**src/rtl/student_circuit_pkg.sv**
```systemverilog
// Shared types and constants for the selective-inversion decoder.
// Holds frame geometry, the control state enum and the phase index type.
// No logic lives here.
package student_circuit_pkg;

    localparam int PHASES    = 8;
    localparam int INV_START = 5;
    localparam int BYTE_W    = 8;
    localparam int WORD_W    = 32;

    typedef enum logic {
        PRIME = 1'b0,
        RUN   = 1'b1
    } state_e;

    typedef logic [2:0] phase_t;

endpackage

```
**src/rtl/word_fifo2.sv**
```systemverilog
// Two-entry word buffer between the byte packer and the consumer.
// Latency: a pushed word is visible at the head on the edge after the push.
// Backpressure: a push while full with no pop is ignored; a push and pop on the same edge both take effect.
module word_fifo2 #(
    parameter int W = 32
) (
    input  logic         clk,
    input  logic         rst,
    input  logic         push_i,
    input  logic [W-1:0] push_dat_i,
    input  logic         pop_i,
    output logic         full_o,
    output logic         empty_o,
    output logic [W-1:0] head_o
);

    logic [W-1:0] mem_q [2];
    logic         rd_q;
    logic         wr_q;
    logic [1:0]   cnt_q;
    logic         wr_en;
    logic         rd_en;

    assign full_o  = (cnt_q == 2'd2);
    assign empty_o = (cnt_q == 2'd0);
    assign head_o  = mem_q[rd_q];

    // A full buffer still takes a word when the head leaves on the same edge.
    assign wr_en = push_i && (!full_o || pop_i);
    assign rd_en = pop_i && !empty_o;

    // Storage, pointers and occupancy.
    always_ff @(posedge clk or posedge rst) begin
        if (rst) begin
            mem_q[0] <= '0;
            mem_q[1] <= '0;
            rd_q     <= 1'b0;
            wr_q     <= 1'b0;
            cnt_q    <= 2'd0;
        end else begin
            if (wr_en) begin
                mem_q[wr_q] <= push_dat_i;
                wr_q        <= ~wr_q;
            end
            if (rd_en) begin
                rd_q <= ~rd_q;
            end
            case ({wr_en, rd_en})
                2'b10:   cnt_q <= cnt_q + 2'd1;
                2'b01:   cnt_q <= cnt_q - 2'd1;
                default: cnt_q <= cnt_q;
            endcase
        end
    end

endmodule

```
**src/rtl/student_circuit_decode.sv**
```systemverilog
// Undoes the encoder's phase-dependent inversion, packs bytes into 32-bit words and sums each frame.
// Latency: a word reaches out_word one edge after the encoder registers its last byte.
// Backpressure: none upstream; a word arriving at a full buffer is dropped and sets sticky overflow.
module student_circuit_decode #(
    parameter int PHASES    = 8,
    parameter int INV_START = 5
) (
    input  logic        clk,
    input  logic        clear,
    input  logic [7:0]  enc_in,
    output logic [31:0] out_word,
    output logic        out_valid,
    input  logic        out_ready,
    output logic [7:0]  frame_sum,
    output logic        frame_done,
    output logic        overflow
);

    import student_circuit_pkg::*;

    localparam phase_t LAST_PHASE = phase_t'(PHASES - 1);
    localparam phase_t FIRST_INV  = phase_t'(INV_START);

    state_e              state_q, state_d;
    phase_t              phase_q, phase_d;
    logic [WORD_W-1:0]   asm_q, asm_d;
    logic [BYTE_W-1:0]   acc_q, acc_d;
    logic [BYTE_W-1:0]   frame_sum_q, frame_sum_d;
    logic                frame_done_q, frame_done_d;
    logic                overflow_q, overflow_d;
    logic [BYTE_W-1:0]   restored;
    logic                push;
    logic                pop;
    logic                fifo_full;
    logic                fifo_empty;

    // Late phases arrive inverted; flip them back.
    assign restored = (phase_q >= FIRST_INV) ? ~enc_in : enc_in;

    assign pop        = out_valid && out_ready;
    assign out_valid  = !fifo_empty;
    assign frame_sum  = frame_sum_q;
    assign frame_done = frame_done_q;
    assign overflow   = overflow_q;

    // Phase tracking, byte packing, frame accumulation and overflow detection.
    always_comb begin
        state_d      = state_q;
        phase_d      = phase_q;
        asm_d        = asm_q;
        acc_d        = acc_q;
        frame_sum_d  = frame_sum_q;
        frame_done_d = 1'b0;
        overflow_d   = overflow_q;
        push         = 1'b0;
        case (state_q)
            // The encoder output is still its cleared value on this edge.
            PRIME: state_d = RUN;
            RUN: begin
                phase_d = (phase_q == LAST_PHASE) ? '0 : phase_q + phase_t'(1);
                asm_d[{phase_q[1:0], 3'b000} +: BYTE_W] = restored;
                acc_d = (phase_q == '0) ? restored : acc_q + restored;
                if (phase_q == LAST_PHASE) begin
                    frame_sum_d  = acc_q + restored;
                    frame_done_d = 1'b1;
                end
                // Last byte of a word: push the merged word on this same edge.
                if (phase_q[1:0] == 2'd3) begin
                    push = 1'b1;
                    if (fifo_full && !pop) begin
                        overflow_d = 1'b1;
                    end
                end
            end
            default: state_d = PRIME;
        endcase
    end

    // Control and datapath registers.
    always_ff @(posedge clk or posedge clear) begin
        if (clear) begin
            state_q      <= PRIME;
            phase_q      <= '0;
            asm_q        <= '0;
            acc_q        <= '0;
            frame_sum_q  <= '0;
            frame_done_q <= 1'b0;
            overflow_q   <= 1'b0;
        end else begin
            state_q      <= state_d;
            phase_q      <= phase_d;
            asm_q        <= asm_d;
            acc_q        <= acc_d;
            frame_sum_q  <= frame_sum_d;
            frame_done_q <= frame_done_d;
            overflow_q   <= overflow_d;
        end
    end

    word_fifo2 #(
        .W (WORD_W)
    ) u_fifo (
        .clk        (clk),
        .rst        (clear),
        .push_i     (push),
        .push_dat_i (asm_d),
        .pop_i      (pop),
        .full_o     (fifo_full),
        .empty_o    (fifo_empty),
        .head_o     (out_word)
    );

endmodule

```
**config.mk**
```make
export PLATFORM = sky130hd
export DESIGN_NAME = student_circuit_decode
export DESIGN_NICKNAME = d
export VERILOG_FILES = /design/src/rtl/student_circuit_pkg.sv /design/src/rtl/word_fifo2.sv /design/src/rtl/student_circuit_decode.sv
export SDC_FILE = /design/constraint.sdc
export NUM_CORES = 1
export LEC_CHECK = 0
export CAP_MARGIN = 0
export CELL_PAD_IN_SITES_DETAIL_PLACEMENT = 0
export CELL_PAD_IN_SITES_GLOBAL_PLACEMENT = 1
export CORE_MARGIN = 4
export CORE_UTILIZATION = 40
export CTS_CLUSTER_DIAMETER = 150
export DETAILED_ROUTE_END_ITERATION = 8
export PLACE_DENSITY = 0.69
export RECOVER_POWER = 50
export SKIP_CTS_REPAIR_TIMING = 1
export SYNTH_ARGS = -nofsm -noshare
export SYNTH_HDL_FRONTEND = slang
export SYNTH_SLANG_ARGS = --single-unit
export TNS_END_PERCENT = 1
```
**constraint.sdc**
```tcl
create_clock -name clk -period 6 [get_ports clk]
set_clock_uncertainty 0.15 [all_clocks]
set_input_delay 1.2 -clock clk [delete_from_list [all_inputs] [get_ports clk]]
set_output_delay 1.2 -clock clk [all_outputs]
set_load 0.01 [all_outputs]
```
After elaboration in Yosys (flattened, before gate mapping)
Index checks and enable logic that the tools add are counted.
{ "word_totals": {"ff_bits": 122, "inputBits": 11, "out_inout_bits": 43, "elab_cells": 63} }
{ "op_classes": {"addsub": 5, "order_cmp": 4, "n_eq_ne": 5, "n_shift": 2, "mux": 16, "n_bitwise": 5, "reduce_logical": 14} }
{ "op_table": {"columns": ["op", "n"], "rows": [
  ["two-way mux 32 bit", 5],
  ["bitwise mux 64 bit", 1],
  ["bitwise mux 32 bit", 1],
  ["demux 32 bit (select 1 bit)", 1],
  ["variable shift 8 x 7 -> 32 bit, first input constant", 1],
  ["variable part select 8 x 7 -> 32 bit", 1],
  ["two-way mux 8 bit", 2],
  ["adder 8 bit", 1],
  ["inverter 8 bit", 1],
  ["negator 5 -> 7 bit", 1],
  ["== test 2 bit, second input constant", 3],
  ["logical AND 1 bit", 5],
  [">= comparator 2 bit, second input constant", 2],
  ["two-way mux 1 bit", 4],
  ["inverter 1 -> 2 bit", 2],
  ["case mux 2 bit (2 select lines)", 1],
  ["adder 3 x 1 -> 3 bit, second input constant", 1],
  ["== test 3 bit, second input constant", 1],
  [">= comparator 3 bit, second input constant", 1],
  ["zero test 1 bit", 3],
  ["zero test 3 bit", 1],
  ["two-way mux 3 bit", 1],
  ["AND reduction 3 bit", 1],
  ["adder 2 x 1 -> 2 bit, second input constant", 1],
  ["other kinds (8)", 9]
]} }

Longest topological paths before layout
{ "logic_depth": {"word_depth": 7, "depth_mapped": 12, "ltp_nobuf": 11} }

Hierarchy
A second synthesis with hierarchy kept.
{ "unflattened": {"cells_unflattened": 434, "hier_area_um2": 5552.8} }
{ "modules_own_cells": {"columns": ["module", "n_inst", "cells_each", "area_per_inst_um2", "seq_area_each_um2"], "rows": [
  ["word_fifo2", 1, 190, 3002.9, 1701.6],
  ["student_circuit_decode", 1, 244, 2549.9, 1351.3]
]} }

Least setup slack after synthesis
Ideal clock, no wire load.
{ "synth_timing": {"kind": "input-to-reg", "from": "input port enc_in[1]", "to": "register acc_q[7]", "setup_ns": 0.128, "arrival_ns": 2.745, "t_required_ns": 5.722, "path_slack_ns": 2.976, "stages": 7, "n_path_buf": 0, "cell_sequence": "xnor2_1 > ha_1 > a211oi_1 > o21ai_0 > o31ai_1 > xnor2_1 > o21ai_0"} }
{ "synth_via": {"elab_chain_cells": 4} }
{ "synth_lines": {"columns": ["element", "line_no", "rtl"], "rows": [
  ["from (decl)", "student_circuit_decode.sv:10", "input logic [7:0] enc_in,"],
  ["inverter 8 bit", "student_circuit_decode.sv:38", "assign restored = (phase_q >= FIRST_INV) ? ~enc_in : enc_in;"],
  ["two-way mux 8 bit *", "student_circuit_decode.sv:38", null],
  ["adder 8 bit *", "student_circuit_decode.sv:62", "acc_d = (phase_q == '0) ? restored : acc_q + restored;"],
  ["two-way mux 8 bit *", "student_circuit_decode.sv:62", null],
  ["to (signal assigned)", "student_circuit_decode.sv:85", "acc_q <= '0;"],
  ["to (signal assigned)", "student_circuit_decode.sv:93", "acc_q <= acc_d;"],
  ["to (decl)", "student_circuit_decode.sv:27", "logic [BYTE_W-1:0] acc_q, acc_d;"]
]} }
Mark *: on every way between the ends. The rest lies on a longest branch, timed or not.
A chain may end at the register's enable or synchronous reset.

Worst setup path in the final report
{ "layout_timing": {"from": "input port out_ready", "to": "register u_fifo.mem_q[55] in the netlist's numbering"} }
{ "layout_via": {"elab_chain_cells": 3} }
{ "layout_lines": {"columns": ["element", "line_no", "rtl"], "rows": [
  ["from (decl)", "student_circuit_decode.sv:13", "input logic out_ready,"],
  ["logical AND 1 bit", "student_circuit_decode.sv:40", "assign pop = out_valid && out_ready;"],
  ["logical OR 1 bit", "word_fifo2.sv:29", "assign wr_en = push_i && (!full_o || pop_i);"],
  ["logical AND 1 bit", "word_fifo2.sv:29", null],
  ["to (signal, indexed assignment)", "word_fifo2.sv:42", "mem_q[wr_q] <= push_dat_i;"],
  ["to (decl)", "word_fifo2.sv:17", "logic [W-1:0] mem_q [2];"]
]} }
No other way between the ends.

==> results_tabular.tex <==
\begin{tabular}{lr}
\hline
Metric & Value \\
\hline
\multicolumn{2}{l}{\textbf{Outcome}} \\
\quad Failing checks & capacitance limit, slew limit \\
\quad Status & complete, but fails checks \\
\multicolumn{2}{l}{\textbf{Run}} \\
\quad Max-cap viol count & 2 \\
\multicolumn{2}{l}{\textbf{Clock network}} \\
\quad Clock root cell & sky130\_fd\_sc\_hd\_\_clkbuf\_16 \\
\quad Sink Count & 122 \\
\quad CTS clk-pin slew, worst paths & 0.05 ns \\
\quad CTS tree & done \\
\quad CTS Buf Count & 17 \\
\quad Number of H-tree branching levels & 4 \\
\quad Worst skew pair latency & 0.41 ns \\
\quad Maximum buffer depth of the clock tree & 2 \\
\multicolumn{2}{l}{\textbf{Worst setup path}} \\
\quad Buffers and inverters on the worst path & 2 \\
\quad CP arrival & 4.40 ns \\
\quad Crit-path cells & dlygate4sd3\_1 > nor3b\_1 > or3\_1 > clkbuf\_1 > o21ai\_0 \\
\quad CP endpoint kind & flip-flop \\
\quad Worst path max stage delay & 1.77 ns \\
\quad Cell with the largest stage delay on the worst path & sky130\_fd\_sc\_hd\_\_clkbuf\_1 \\
\quad Crit path launch type & input pin \\
\quad Worst-path fanout max & 65 \\
\quad Worst Setup Path Type & input pin to flip-flop \\
\quad Data required time of the critical path & 6.02 ns \\
\quad Kind of cell adding the most delay to the critical path & buffers and inverters \\
\multicolumn{2}{l}{\textbf{Timing}} \\
\quad Number of max-slew violations in the final report & 131 \\
\quad Final min period & 4.37 ns \\
\quad Worst-margin pin slew & 2.52 ns \\
\quad \# setup viols final & 0 \\
\quad Total Neg Setup Slack & 0 ns \\
\quad Relative slew slack & -67.8\% \\
\quad Achievable frequency & 229 MHz \\
\quad Setup repair after global routing missed its margin & no \\
\quad Total count of hold-check failures in the final report & 0 \\
\quad Post-route clock period utilization & 72.9\% \\
\multicolumn{2}{l}{\textbf{Cells and area}} \\
\quad Reg area & 0.00305 sq mm \\
\quad Share of cells above drive strength 1 & 13.8\% \\
\quad Number of inserted diodes & 0 \\
\quad Area used by multi-input combinational logic & 0.00204 sq mm \\
\quad Fill cell total of the finished layout & 1166 \\
\quad Area growth syn-to-layout & 24.1\% \\
\quad Nets & 574 \\
\multicolumn{2}{l}{\textbf{Global routing}} \\
\quad First-pass GRT wire length & 19300 microns \\
\quad Largest net degree at the start of global routing & 88 \\
\quad Remaining Overflow, GRT & 0 \\
\quad Number of antenna violations at the first check in global routing & 0 \\
\quad GRT Total Usage & 16.7\% \\
\quad Number of global-route vias before repair & 3738 \\
\multicolumn{2}{l}{\textbf{Synthesis}} \\
\quad Post-synthesis sequential element count & 122 \\
\quad Distinct cell type count of the synthesized netlist & 36 \\
\quad Most frequently used flop master after synthesis & sky130\_fd\_sc\_hd\_\_dfrtp\_1 \\
\quad Count of mapped cells out of synthesis & 493 \\
\quad Total number of yosys warnings & 0 \\
\quad Post-synthesis async set-or-reset flop share & 100\% \\
\quad Post-synth design cell area & 0.00534 sq mm \\
\quad Mapped Avg Cell Area & 10.8 sq um \\
\quad Synthesized net count & 520 \\
\quad EDFF count, synth & 0 \\
\quad Part of the Yosys area used for sequential elements & 57.2\% \\
\multicolumn{2}{l}{\textbf{Floorplan}} \\
\quad Total core area & 0.0128 sq mm \\
\quad Effective utilization at floorplan & 41.6\% \\
\quad Number of primary I/O pins & 54 \\
\quad Die outline width & 124 microns \\
\quad Placement Rows & 41 \\
\quad Die outline area & 0.0153 sq mm \\
\quad Die span in y & 124 microns \\
\multicolumn{2}{l}{\textbf{Drt}} \\
\quad DRC violation count after routing & 0 \\
\quad Total Routed Length & 11500 microns \\
\quad Vias per cell & 5.03 \\
\quad Via count & 3674 \\
\quad Antenna violation net count after detailed routing & 0 \\
\quad Detailed-routing iteration count for the pre-antenna-repair pass & 5 \\
\quad Violation count after the first detailed-route iteration & 194 \\
\quad WL/cell & 15.7 microns \\
\multicolumn{2}{l}{\textbf{Placed design}} \\
\quad Port-buffer cells & 53 \\
\quad Placer's final routability congestion estimate & 0.841 \\
\quad Post-DP HPWL & 7500 microns \\
\multicolumn{2}{l}{\textbf{Pwr}} \\
\quad Maximum vdd drop & 0.317 mV \\
\quad Static power due to leakage & 3.22 nW \\
\quad Power Density & 583 mW/mm\^{}2 \\
\quad Final Power & 3.86 mW \\
\multicolumn{2}{l}{\textbf{Worst hold path}} \\
\quad Class of the tightest hold or removal check & flip-flop to flip-flop \\
\hline
\end{tabular}
cells in the mapped netlist, types with 5 or more instances:
cell type / count / area (sq um)
sky130_fd_sc_hd__inv_1: 38 / 143
sky130_fd_sc_hd__o21ai_0: 73 / 365
sky130_fd_sc_hd__clkbuf_1: 21 / 78.8
sky130_fd_sc_hd__xnor2_1: 17 / 149
sky130_fd_sc_hd__mux2_2: 39 / 439
sky130_fd_sc_hd__a22oi_1: 32 / 240
sky130_fd_sc_hd__a21oi_1: 10 / 50.1
sky130_fd_sc_hd__nor2_1: 10 / 37.5
sky130_fd_sc_hd__nand2_1: 78 / 293
sky130_fd_sc_hd__dfrtp_1: 122 / 3050
sky130_fd_sc_hd__mux2i_1: 5 / 50.1
sky130_fd_sc_hd__ha_1: 15 / 188
through the flow:
step	cell area (sq um)	setup slack, ns	cells	hold slack (ns)	utilization, %
floorplan	5340	1.41	493	0.294	-
finish	6630	1.63	730	0.319	51.7
CTS	6640	2.44	730	0.326	51.8
global placement	6040	2.03	700	0.303	47.1
detailed placement	6040	2.00	700	0.314	47.1
global route	6630	1.20	730	0.341	51.7
cells in the final DEF, fill, tap and decap left out, types with 5 or more instances in the layout:
master                            Yosys  layout
sky130_fd_sc_hd__dfrtp_1            122     122
sky130_fd_sc_hd__nand2_1             78      78
sky130_fd_sc_hd__o21ai_0             73      73
sky130_fd_sc_hd__mux2_2              39      39
sky130_fd_sc_hd__inv_1               38      37
sky130_fd_sc_hd__clkdlybuf4s50_1      0      33
sky130_fd_sc_hd__a22oi_1             32      32
sky130_fd_sc_hd__dlygate4sd3_1        0      20
sky130_fd_sc_hd__xnor2_1             17      17
sky130_fd_sc_hd__clkbuf_16            0      17
sky130_fd_sc_hd__ha_1                15      15
sky130_fd_sc_hd__nor2_1              10      10
sky130_fd_sc_hd__a21oi_1             10      10
sky130_fd_sc_hd__mux2i_1              5       5
kinds of logic (layout without fill, tap and decap cells):
logic type / after synthesis / after routing / synth area share [%]
XOR/XNOR: 20 / 20 / 3.28
AO/OA/AOI/OAI: 126 / 126 / 13.8
adder cells (fa/ha/maj): 16 / 16 / 3.89
other: 1 / 1 / 0.0702
multiplexers: 44 / 44 / 9.16
buffers and inverters: 62 / 127 / 4.52
AND/OR/NAND/NOR: 102 / 102 / 8.11
flip-flops: 122 / 122 / 57.2
state kept, by name, summed over array words and instances (netlist names):
name          cells
acc_q             8
asm_q            32
frame_done        1
frame_sum         8
overflow          1
phase_q           3
state_q           1
u_fifo.cnt_q      2
u_fifo.mem_q     64
u_fifo.rd_q       1
u_fifo.wr_q       1
per-layer routing:
layer | global-route usage, % | share of wire [%]
met5 | 0 | 0
met3 | 5.35 | 4.2
met1 | 22.6 | 48
met4 | 5.81 | 0.63
met2 | 25.5 | 48
layout make-up:
class | count | area share, %
Inverter | 38 | 2.19
Timing Repair Buffer | 59 | 8.57
Clock buffer | 22 | 7.31
Sequential cell | 122 | 46.1
Multi-Input combinational cell | 309 | 30.8
Clock inverter | 8 | 1.77
Tap cell | 172 | 3.25
worst min-delay path, delay by kind of cell (launching register included):
kind             cells  cell delay [ns]
flip-flops           1             0.33
AND/OR/NAND/NOR      1             0.04
AO/OA/AOI/OAI        1             0.05
report_power, final:
part / total, mW / internal [mW] / switching (mW)
Combinational: 1.52 / 0.714 / 0.806
Clock: 1.03 / 0.688 / 0.337
Sequential: 1.32 / 1.16 / 0.162
final timing paths:
kind,start,endpoint,slack (ns),depth (start not counted)
max,out_ready,u_fifo.mem_q[55],1.63,5
min,u_fifo.mem_q[39],u_fifo.mem_q[39],0.32,2
max reg2reg,phase_q[0],u_fifo.mem_q[55],2.45,5
min reg2reg,u_fifo.mem_q[39],u_fifo.mem_q[39],0.32,2
max in group asynchronous,clear,asm_q[16],3.25,3
min in group asynchronous,clear,u_fifo.rd_q,1.38,2
No activity file was read; power rests on OpenSTA's default activity.
